==> config.mk <==
export PLATFORM = sky130hd
export DESIGN_NAME = water_inlet_arbiter
export DESIGN_NICKNAME = d
export VERILOG_FILES = /design/src/rtl/water_inlet_arbiter.sv
export SDC_FILE = /design/constraint.sdc
export NUM_CORES = 1
export LEC_CHECK = 0
export CORE_MARGIN = 4
export CORE_UTILIZATION = 52
export DETAILED_ROUTE_END_ITERATION = 8
export GPL_TIMING_DRIVEN = 0
export PLACE_DENSITY = 0.81
export RECOVER_POWER = 100
export SETUP_SLACK_MARGIN = 0.3
export SLEW_MARGIN = 20
export SYNTH_ARGS = -nofsm -noshare
export SYNTH_HDL_FRONTEND = slang
export SYNTH_SLANG_ARGS = --single-unit
==> constraint.sdc <==
create_clock -name clk -period 2.3 [get_ports clk]
set_input_delay 0.345 -clock clk [delete_from_list [all_inputs] [get_ports clk]]
set_output_delay 0.345 -clock clk [all_outputs]
set_load 0.02 [all_outputs]
==> src/rtl/water_inlet_arbiter.sv <==
// water_inlet_arbiter
//   Shares one mains inlet valve between N_MACHINES washer controllers.
//   Grants are round-robin, one machine at a time. Each grant is followed by
//   an inlet-closed pressure-settle gap. A per-grant fill watchdog sets a
//   sticky fault on a machine whose fill never completes, and a faulted
//   machine is locked out until its fault is cleared.
// Ports:
//   clk, rst        clock, asynchronous active-high reset
//   fill_req        per-machine level request (the machine's fill_valve_on)
//   fault_clr       per-machine one-cycle pulse, clears that machine's fault
//   grant           registered one-hot (or zero) inlet grant
//   grant_id        index of the granted machine, 0 when the inlet is closed
//   inlet_valve_on  registered mains inlet enable (== |grant)
//   fill_fault      registered sticky fill-timeout flags
//   busy            high while a grant or settle period is in progress

// One sticky fault bit per machine. A set on the same edge as a clear wins.
module water_inlet_fault_cell (
  input  logic clk,
  input  logic rst,
  input  logic set,
  input  logic clr,
  output logic fault
);
  always_ff @(posedge clk or posedge rst) begin
    if (rst)      fault <= 1'b0;
    else if (set) fault <= 1'b1;
    else if (clr) fault <= 1'b0;
  end
endmodule

module water_inlet_arbiter #(
  parameter int N_MACHINES      = 4,
  parameter int MAX_FILL_CYCLES = 1000,
  parameter int SETTLE_CYCLES   = 4,
  parameter int CNT_W           = 16
) (
  input  logic                  clk,
  input  logic                  rst,
  input  logic [N_MACHINES-1:0] fill_req,
  input  logic [N_MACHINES-1:0] fault_clr,
  output logic [N_MACHINES-1:0] grant,
  output logic [2:0]            grant_id,
  output logic                  inlet_valve_on,
  output logic [N_MACHINES-1:0] fill_fault,
  output logic                  busy
);

  typedef enum logic [1:0] {IDLE, GRANT, SETTLE} state_t;

  localparam logic [CNT_W-1:0] FILL_LAST   = CNT_W'(MAX_FILL_CYCLES - 1);
  localparam logic [CNT_W-1:0] SETTLE_LOAD = CNT_W'(SETTLE_CYCLES - 1);
  localparam logic [N_MACHINES-1:0] ONE    = N_MACHINES'(1);

  state_t                  state;
  logic [2:0]              ptr;
  logic [CNT_W-1:0]        fill_cnt;
  logic [CNT_W-1:0]        settle_cnt;

  logic [N_MACHINES-1:0]   elig;
  logic [2*N_MACHINES-1:0] elig2;
  logic [N_MACHINES-1:0]   rot;
  logic                    sel_vld;
  logic [2:0]              sel_id;
  logic                    req_held;
  logic                    fill_timeout;
  logic [N_MACHINES-1:0]   fault_set;

  assign elig = fill_req & ~fill_fault;

  // Rotate the eligible set so bit 0 is the pointer position; the first set
  // bit of the rotated vector is the round-robin winner.
  assign elig2 = {elig, elig} >> ptr;
  assign rot   = elig2[N_MACHINES-1:0];

  always_comb begin
    int s;
    s       = 0;
    sel_vld = 1'b0;
    sel_id  = 3'd0;
    for (int k = 0; k < N_MACHINES; k++) begin
      if (!sel_vld && rot[k]) begin
        sel_vld = 1'b1;
        s = int'(ptr) + k;
        if (s >= N_MACHINES) s = s - N_MACHINES;
        sel_id = 3'(s);
      end
    end
  end

  // grant is one-hot, so masking avoids a variable index into fill_req.
  assign req_held     = |(fill_req & grant);
  assign fill_timeout = (state == GRANT) && req_held && (fill_cnt == FILL_LAST);
  assign fault_set    = fill_timeout ? grant : '0;

  always_ff @(posedge clk or posedge rst) begin
    if (rst) begin
      state          <= IDLE;
      ptr            <= 3'd0;
      fill_cnt       <= '0;
      settle_cnt     <= '0;
      grant          <= '0;
      grant_id       <= 3'd0;
      inlet_valve_on <= 1'b0;
      busy           <= 1'b0;
    end else begin
      case (state)
        IDLE: begin
          if (sel_vld) begin
            grant          <= ONE << sel_id;
            grant_id       <= sel_id;
            inlet_valve_on <= 1'b1;
            fill_cnt       <= '0;
            ptr            <= (sel_id == 3'(N_MACHINES - 1)) ? 3'd0 : sel_id + 3'd1;
            busy           <= 1'b1;
            state          <= GRANT;
          end
        end
        GRANT: begin
          // Normal release and timeout release close the inlet identically;
          // the timeout only differs by setting the fault bit (fault_set).
          if (!req_held || fill_cnt == FILL_LAST) begin
            grant          <= '0;
            grant_id       <= 3'd0;
            inlet_valve_on <= 1'b0;
            settle_cnt     <= SETTLE_LOAD;
            state          <= SETTLE;
          end else begin
            fill_cnt <= fill_cnt + 1'b1;
          end
        end
        SETTLE: begin
          if (settle_cnt == '0) begin
            busy  <= 1'b0;
            state <= IDLE;
          end else begin
            settle_cnt <= settle_cnt - 1'b1;
          end
        end
        default: begin
          grant          <= '0;
          grant_id       <= 3'd0;
          inlet_valve_on <= 1'b0;
          busy           <= 1'b0;
          state          <= IDLE;
        end
      endcase
    end
  end

  for (genvar i = 0; i < N_MACHINES; i++) begin : g_fault
    water_inlet_fault_cell u_cell (
      .clk   (clk),
      .rst   (rst),
      .set   (fault_set[i]),
      .clr   (fault_clr[i]),
      .fault (fill_fault[i])
    );
  end

endmodule

==> results of run 1 <==
## placed cells by master, fill, tap and decap left out, types with 3 or more instances in the layout
| master | instances |
|---|---|
| dlygate4sd3_1 | 14 |
| and3_1 | 4 |
| nand3_1 | 10 |
| nand2b_1 | 4 |
| a21o_1 | 3 |
| clkdlybuf4s50_1 | 6 |
| xor2_1 | 23 |
| clkbuf_8 | 5 |
| and3b_1 | 3 |
| nor3_1 | 7 |
| nand4_1 | 13 |
| nor4_1 | 3 |
| o21ai_0 | 3 |
| a22o_1 | 9 |
| buf_4 | 19 |
| dfrtp_1 | 49 |
| and2_1 | 4 |
| ha_1 | 6 |
| a21oi_1 | 10 |
| and4_1 | 3 |
| nor2_4 | 3 |
| nor2_1 | 32 |
| clkbuf_1 | 4 |
| a21oi_2 | 3 |
| inv_1 | 12 |
| nor3b_1 | 3 |
| clkbuf_2 | 3 |
| nand2_1 | 6 |
| or4_1 | 4 |
## per-layer routing
metal | vias up | part of all wire (%)
met1 | 1123 | 45
met3 | 11 | 3.7
li1 | 1116 | -
met2 | 55 | 50
met4 | 0 | 1.3
met5 | - | 0
## cell families after synthesis
group           after synthesis
buf+inv                      24
fa+ha+maj                     8
xor+xnor                     25
simple gates                119
flops                        50
compound gates               55
## stage by stage
| stage | utilization, % | hold slack (ns) |
|---|---|---|
| after floorplan | - | 0.468 |
| after global placement | 60.6 | 0.461 |
| after detailed placement | 61.0 | 0.475 |
| after CTS | 65.6 | 0.323 |
| after global routing | 68.1 | 0.532 |
| final | 68.1 | 0.491 |
## area by class of cell
cell class / instances / area [µm²]
repair buffers: 40 / 364
plain buffers: 10 / 70.1
inverters: 14 / 52.6
clock inverters: 2 / 37.5
clock buffers: 6 / 72.6
multi-input cells: 207 / 1560
fillers: 439 / 1640
well taps: 70 / 87.6
flip-flops and latches: 50 / 1250
## flip-flops by register name, indices dropped and copies added, names as in the netlist
register	count
g_fault.u_cell.fault	4
ptr	3
grant	4
settle_cnt	16
fill_cnt	16
state	2
busy	1
grant_id	3
inlet_valve_on	1
## worst min-delay path by stage
| stage | from | to | depth (start not counted) |
|---|---|---|---|
| after global routing | inlet_valve_on | inlet_valve_on | 1 |
| after detailed placement | grant_id[2] | grant_id[2] | 1 |
| after CTS | rst | fill_cnt[8] | 2 |
| final | inlet_valve_on | inlet_valve_on | 1 |
| after global placement | inlet_valve_on | inlet_valve_on | 1 |
| after floorplan | fill_cnt[1] | fill_cnt[1] | 1 |
## critical path, stage by stage, from the launching register on
cell       delay [ns]
dfrtp_1          0.45
buf_6            0.16
buf_4            0.12
and3b_1          0.23
a2111oi_4        0.05
o31ai_2          0.34
a2bb2oi_2        0.11
buf_4            0.17
ha_1             0.19
a22o_1           0.21
## power by group through the flow
stage	combinational, mW	sequential (mW)	clock [mW]
floorplan	1.24	1.29	0
global placement	1.67	1.28	0
detailed placement	1.70	1.29	0
CTS	1.92	1.28	0.629
global route	2.39	1.31	0.661
finish	2.19	1.29	0.607
## timing repair
| action | in CTS | in global routing |
|---|---|---|
| setup endpoints to repair | 45 | 45 |
| pin swaps | 6 | 16 |
| buffers inserted | 12 | 4 |
| resized for setup | 12 | 38 |
| cloned | 0 | 1 |
==> results_dict.tcl, run 1 <==
set metrics [dict create \
    status "completed" \
    dieArea_um2 6560 \
    crit_arrival_ns 2.33 \
    gp_congestion 0.927 \
    synth_common_cells "50 x dfrtp_1, 34 x nor2_1, 23 x xor2_1" \
    fin_worst_skew_ns 0.00462 \
    power.total_mw 4.08 \
    pin_count 23 \
    htree_levels 2 \
    cts_made_buffers 5 \
    cts.sinks 50 \
    rsz0062_at_grt "true" \
    use_met3_pct 3.33 \
    synth-xor-area-share_pct 7.90 \
    grt_use_met2_pct 34.2 \
    cts_tree "done" \
    die_w_um 81.0 \
    hpwl_um 4300 \
    yosys.area_share.adder_pct 3.61 \
    synth_nets 299 \
    die_h_um 81.0 \
    synth_enable_flop_cells 0 \
    switchingPower_mw 1.69 \
    p_leak_nw 1.59 \
    root_buffer "clkbuf_8" \
    final_layout_size_suffix_gt1_share_pct 18.5 \
    ys_types 53 \
    drv_slew 0 \
    synth_top_family_by_area "simple AND/OR/NAND/NOR gates" \
    drt_iter0_drc 185 \
    maxCapViolCount 0 \
    synthCells 281 \
    fin_ws_ns 0.156 \
    synth_area_leaders "dfrtp_1 45%, xor2_1 7.3%, nor2_1 4.6%" \
    fin_setup_tns_ns 0 \
    grt_pass1_wl_um 10600 \
    synth-seq-cells 50 \
    synth.most_common_cell "dfrtp_1" \
    track_usage_pct 20.4 \
    busiest_layer "met2" \
    async_flop_share_pct 100 \
    num_vias 2305 \
    power_frac_clock_pct 14.9 \
    yosys.area_share.simple_pct 24.5 \
    coreArea_um2 5140 \
    crit_fanout 8 \
    netlist_area_um2 2770 \
    fin_cells 399 \
    critical_path_class "flop to flop" \
    synth_top_area_share_pct 45.2 \
    worst-r2r-setup-slack_ns 0.16 \
    grt_start_max_net_pins 36 \
    diodes 0 \
    yosysWarnings 0 \
    crit_end "grant[1]" \
    fmax_mhz 466 \
    fin_nets 346 \
    area_delta_synth_final_pct 26.3 \
    power_frac_seq_pct 31.6 \
    clk_pin_slew_ns 0.09 \
    dpl_cell_area_um2 3130 \
    rr_worst_depth 9 \
    cts_buffer_depth 2 \
    dp.cells 374 \
    setup_viol 0 \
    synth-compound-area-share_pct 14.8 \
    ir_drop_uv 727 \
    drc_errors 0 \
    postCtsHoldBufs 0 \
    via_per_inst 5.78 \
    io_buffers 22 \
    combPwrFrac_pct 53.6 \
    synth_top_flop_cell "dfrtp_1" \
    pre_cts_slack_ns -0.386 \
    muxShareOfSynthArea_pct 0 \
    rr_startpoint "ptr[0]" \
    power.density_nw_per_um2 1170 \
    ys_seq_area_share_pct 45.2 \
    hold_viol 0 \
    clk_latency_ns 0.30 \
    timing.rr.end "grant[1]" \
    met1_usage_pct 27.8 \
    ant_nets 0 \
    p_int_mw 2.39 \
    antenna_found_initial 0 \
    p_sw_share_pct 41.4 \
    grt_pass1_vias 2262 \
    crit_path_start_kind "flop" \
    synth.avg_cell_area_um2 9.86 \
    first_pass_iters 4 \
    synth.largest_area_cell "dfrtp_1" \
    cp-startpoint "ptr[0]" \
    cp.required_ns 2.49 \
    critPathCaptureType "flop" \
    slew_headroom_pct 43.7 \
    start_util_pct 53.9 \
    period_minus_slack_ns 2.14 \
    min_path_type "flop to flop" \
    rows 26 \
    period_share_pct 93.2 \
    wl_per_cell_um 16.3 \
    overflow 0 \
    finalWirelength_um 6490 \
    worst_pin_slew_ns 0.845 \
    postLayoutCellArea_um2 3500 \
]
Power figures use the tool's default switching activity.
==> inputs of run 2 (changes only) <==
--- a/config.mk
+++ b/config.mk
@@ -6,11 +6,11 @@
 export NUM_CORES = 1
 export LEC_CHECK = 0
 export CORE_MARGIN = 4
-export CORE_UTILIZATION = 52
+export CORE_UTILIZATION = 54
 export DETAILED_ROUTE_END_ITERATION = 8
 export GPL_TIMING_DRIVEN = 0
-export PLACE_DENSITY = 0.81
-export RECOVER_POWER = 100
+export PLACE_DENSITY = 0.8
+export RECOVER_POWER = 25
 export SETUP_SLACK_MARGIN = 0.3
 export SLEW_MARGIN = 20
 export SYNTH_ARGS = -nofsm -noshare
==> constraint.sdc (replaced) <==
create_clock -name clk -period 2.8 [get_ports clk]
set_input_delay 0.42 -clock clk [delete_from_list [all_inputs] [get_ports clk]]
set_output_delay 0.42 -clock clk [all_outputs]
set_load 0.02 [all_outputs]
==> results_dict.tcl, run 2 (same netlist as run 1, synthesis figures left out) <==
set metrics [dict create \
    combPwrFrac_pct 49.0 \
    critical_path.cell_chain "clkdlybuf4s50_1 > or3b_4 > a2111oi_2 > o31ai_1 > a2bb2oi_2 > inv_1 > ha_1 > a22o_1" \
    period_share_pct 88.7 \
    grt_start_max_net_pins 30 \
    cts_tree "done" \
    power.density_nw_per_um2 904 \
    coreArea_um2 4850 \
    drt_iter0_drc 237 \
    dieArea_um2 6340 \
    cts_made_buffers 5 \
    antenna_found_initial 0 \
    cpPeakStageDelay_ns 0.51 \
    switchingPower_mw 1.24 \
    overflow 0 \
    postLayoutCellArea_um2 3210 \
    drv_slew 0 \
    slowest_stage "clkdlybuf4s50_1" \
    area_delta_synth_final_pct 16.0 \
    clk_pin_slew_ns 0.09 \
    dp.cells 371 \
    rows 25 \
    power_frac_clock_pct 14.9 \
    setup_viol 0 \
    start_util_pct 57.1 \
    diodes 0 \
    finalWirelength_um 5910 \
    track_usage_pct 20.2 \
    hold_slack_ns 0.496 \
    wl_per_cell_um 15.5 \
    critical_path_class "primary input to flop" \
    post-route-util_pct 66.3 \
    die_h_um 79.6 \
    ant_nets 0 \
    hpwl_um 4230 \
    crit_fanout 5 \
    cts.sinks 50 \
    ir_drop_uv 526 \
    fin_ws_ns 0.315 \
    slew_headroom_pct 46.4 \
    grt_pass1_wl_um 10200 \
    dpl_cell_area_um2 3090 \
    hold_viol 0 \
    via_per_inst 5.88 \
    first_pass_iters 5 \
    crit_path_start_kind "primary input" \
    status "completed" \
    layout_commonest_cell "dfrtp_1" \
    p_sw_share_pct 42.8 \
    root_buffer "clkbuf_8" \
    grt_pass1_vias 2167 \
    rsz0062_at_grt "false" \
    clk_latency_ns 0.30 \
    worst_pin_slew_ns 0.803 \
    fin_cells 380 \
    power_frac_seq_pct 36.1 \
    pre_cts_slack_ns -0.264 \
    pin_count 23 \
    cp.required_ns 2.99 \
    drc_errors 0 \
    critPathCaptureType "flop" \
    fin_nets 330 \
    n_fill_cell 380 \
    htree_levels 2 \
    cts_buffer_depth 2 \
    gp_congestion 1.05 \
    reg_top3 "fill_cnt x16, settle_cnt x16" \
    postCtsHoldBufs 0 \
    die_w_um 79.6 \
    final_layout_size_suffix_gt1_share_pct 9.90 \
    num_vias 2233 \
    io_buffers 22 \
    p_int_mw 1.66 \
    fin_worst_skew_ns 0.00785 \
    period_minus_slack_ns 2.48 \
    maxCapViolCount 0 \
    crit_arrival_ns 2.68 \
    fmax_mhz 402 \
    min_path_type "flop to flop" \
    layout_common_cells "50 x dfrtp_1, 34 x nor2_1, 23 x xor2_1, 21 x clkdlybuf4s50_1, 14 x inv_1" \
    p_leak_nw 1.46 \
]
run 2: per-layer routing:
| metal | vias up | global-route usage [%] | share of wire (%) |
|---|---|---|---|
| li1 | 1085 | - | - |
| met1 | 1071 | 27.7 | 46 |
| met3 | 12 | 4.85 | 5.6 |
| met4 | 0 | 4.64 | 1.4 |
| met5 | - | 0 | 0 |
| met2 | 65 | 32.5 | 47 |
run 2: worst paths after layout:
path	startpoint	end	slack (ns)	cells after the start
worst min-delay path	grant_id[1]	grant_id[1]	0.50	1
worst min register to register	grant_id[1]	grant_id[1]	0.50	1
max in group asynchronous	rst	inlet_valve_on	0.90	3
worst max register to register	ptr[0]	ptr[1]	0.48	11
worst max-delay path	fill_req[0]	grant[0]	0.32	8
min in group asynchronous	rst	settle_cnt[8]	0.70	2
run 2: worst max-delay path, delay by kind of cell:
kind                     cells  cell delay [ns]
adder cells (fa/ha/maj)      1             0.20
buffers and inverters        2             0.60
AND/OR/NAND/NOR              1             0.43
AO/OA/AOI/OAI                4             1.02
run 2: area by class of cell:
cell class | instances | area, µm² | area share (%)
Multi-Input combinational cell | 207 | 1440 | 44.8
Tap cell | 67 | 83.8 | 2.61
Sequential cell | 50 | 1250 | 38.9
Clock buffer | 6 | 82.6 | 2.57
Buffer | 10 | 60.1 | 1.87
Timing Repair Buffer | 24 | 233 | 7.24
Clock inverter | 2 | 12.5 | 0.389
Inverter | 14 | 52.6 | 1.63
run 2: per-stage QoR:
stage               power, mW  TNS, ns
detailed placement       2.39   -0.653
CTS                      2.88        0
floorplan                2.03        0
global placement         2.35   -0.621
finish                   2.90        0
global route             3.12        0
run 2: what timing repair did:
action | in CTS | in global routing
pin swaps | 1 | 0
resized for setup | 3 | 4
setup endpoints to repair | 3 | 31
endpoints found under the hold margin | 0 | 0
gates cloned | 0 | 0
setup buffers | 1 | 0
run 2: power groups by stage:
| stage | Combinational [mW] | Clock (mW) | Sequential, mW |
|---|---|---|---|
| 2_1_floorplan | 0.974 | 0 | 1.06 |
| 3_3_place_gp | 1.30 | 0 | 1.05 |
| 3_5_place_dp | 1.34 | 0 | 1.06 |
| 4_1_cts | 1.39 | 0.442 | 1.05 |
| 5_1_grt | 1.57 | 0.470 | 1.08 |
| 6_report | 1.42 | 0.434 | 1.05 |
==> variant, RTL diff (settings of run 1) <==
Encoding of `state_t`: now one-hot (3 bits for 3 states).
--- a/src/rtl/water_inlet_arbiter.sv
+++ b/src/rtl/water_inlet_arbiter.sv
@@ -47,5 +47,5 @@
 );
 
-  typedef enum logic [1:0] {IDLE, GRANT, SETTLE} state_t;
+  typedef enum logic [2:0] {IDLE = 3'b001, GRANT = 3'b010, SETTLE = 3'b100} state_t;
 
   localparam logic [CNT_W-1:0] FILL_LAST   = CNT_W'(MAX_FILL_CYCLES - 1);
Function: same outputs for any inputs over 10 cycles, from zero or initial values and one cycle with rst high; not proved beyond that.
==> variant against run 1 <==
- wire length grew 52%
- design area grew 18%
- the flow now finishes with violations (setup timing)
- fmax shrank 7.5%
- worst setup slack lost 170 ps
- largest cell class unchanged
- synthesized area grew 2.1%
- critical endpoint is now g_fault[1].u_cell.fault
- power grew 1.9%
- sequential cell count grew 1
==> variant: results (changes against run 1) <==
run_status:
  run_status: "finished, violations left"
  violations: "setup timing"
finish:
  drive_above_1_share_pct: 36.22  # +18 points
  reg.largest.list: "fill_cnt: 16 flops, settle_cnt: 16 flops"
  fill_cells: 269  # -39%
  layout.nets: 387  # +12%
drt:
  m1WireLength_microns: 3852  # +31%
  met3_length_microns: 800  # +230%
  dr_total_vias: 2797  # +21%
  met2_length_microns: 4814  # +49%
  drt_first_iter_violations: 179  # -3.2%
  first_pass_iters: 6  # +2
  drt-wirelength-per-cell_microns: 22.50  # +38%
clock_network:
  root_buffer: "clkbuf_8"
  clock_latency_ps: 320  # +20 ps
  htreeDepth: 2  # unchanged
placement:
  pre_cts_ws_ps: -520.8  # -134.9 ps
  gp_congestion: 0.8279  # -11%
  dpl-instance-area_sq_um: 3222  # +2.8%
  place_hpwl_microns: 4053  # -5.8%
yosys:
  synth_fp_nets: 306  # +2.3%
  synthTopCellsByCount: "dfrtp_1 (50), nor2_1 (40)"
  synthTopCellsByArea: "dfrtp_1 (44%), nor2_1 (5.3%), xnor2_1 (4.0%)"
  yosysSeqAreaShare_pct: 45.16  # about the same
  yosysUniqueCellTypes: 60  # +13%
timing:
  tns_ps: -17.77  # -17.77 ps
  tightest_slew_ps: 863.4  # +18.64 ps
  setup_viol: 1  # +1
  clock_skew_ps: 9.170  # +4.552 ps
  worst_slack_ps: -17.77  # -173.5 ps
power:
  ir_drop_mv: 0.5217  # -28%
  power.leakage_nw: 1.797  # +13%
setup_path:
  ff2ff_path_depth: 7  # -2
  arrival_ps: 2560  # +230 ps
  cp_slowest_cell: "nor3b_1"
  endpoint: "g_fault[1].u_cell.fault"
  r2r_start: "fill_cnt[0]"
  critPathMaxFanout: 4  # -4
  critical-path-top-delay-family: "simple AND/OR/NAND/NOR gates"
grt:
  grt_pass1_vias: 2389  # +5.6%
  grt_pass1_wl_microns: 11330  # +7.1%
  grt_usage_pct: 22.23  # +1.9 points
==> variant: power breakdown <==
group          internal (mW)  leakage [nW]  switching, mW
Sequential              1.02         0.683          0.140
Clock                  0.352        0.0612          0.312
Combinational           1.06          1.05           1.27
Total                   2.44          1.80           1.72
==> variant: cells by family after synthesis <==
| kind of cell | synth area share, % |
|---|---|
| flip-flops | 45.16 |
| AND/OR/NAND/NOR | 21.94 |
| adder cells (fa/ha/maj) | 3.538 |
| buffers and inverters | 4.202 |
| XOR/XNOR | 8.050 |
| AO/OA/AOI/OAI | 15.66 |
| multiplexers | 1.460 |
==> variant: worst min-delay path by stage <==
stage | from | to | slack (ps) | cells past startpoint
2_1_floorplan | fault_clr[0] | g_fault[0].u_cell.fault | 430 | 1
3_3_place_gp | inlet_valve_on | inlet_valve_on | 460 | 1
3_5_place_dp | inlet_valve_on | inlet_valve_on | 470 | 1
4_1_cts | rst | ptr[2] | 340 | 2
5_1_grt | inlet_valve_on | inlet_valve_on | 520 | 1
6_report | inlet_valve_on | inlet_valve_on | 490 | 1
==> variant: worst register-to-register path: stages, from the launching register on <==
cell,delay (ps)
dfrtp_1,380
ha_1,210
nor4bb_1,230
and4_1,370
buf_6,150
nor3b_1,580
nand2_1,190
o21ai_1,150
==> variant: per-layer routing <==
| layer | GRT usage (%) | up-vias |
|---|---|---|
| li1 | - | 1178 |
| met1 | 27.84 | 1386 |
| met2 | 37.72 | 183 |
| met3 | 4.715 | 50 |
| met4 | 8.140 | 0 |
| met5 | 0 | - |
==> variant: cell type report <==
cell class                      count  share of cell area [%]
Timing Repair Buffer               74                   15.70
Inverter                           12                   1.093
Buffer                             15                   3.492
Clock inverter                      2                  0.8503
Sequential cell                    51                   31.10
Tap cell                           70                   2.126
Clock buffer                        6                   2.004
Multi-Input combinational cell    210                   43.64
==> variant: stage by stage <==
stage | util (%) | instances | hold slack (ps)
final | 79.16 | 440 | 486.5
after global routing | 79.16 | 440 | 517.5
after CTS | 71.90 | 418 | 338.4
after detailed placement | 61.90 | 381 | 469.4
after global placement | 61.51 | 380 | 460.1
after floorplan | - | 288 | 425.6
==> variant: timing repair <==
| item | 4_1_cts | 5_1_grt |
|---|---|---|
| buffers inserted | 27 | 19 |
| hold buffers | 0 | 0 |
| endpoints found under the setup margin | 45 | 50 |
| resized for setup | 48 | 84 |
| cloned | 2 | 3 |
| pin swaps | 15 | 35 |
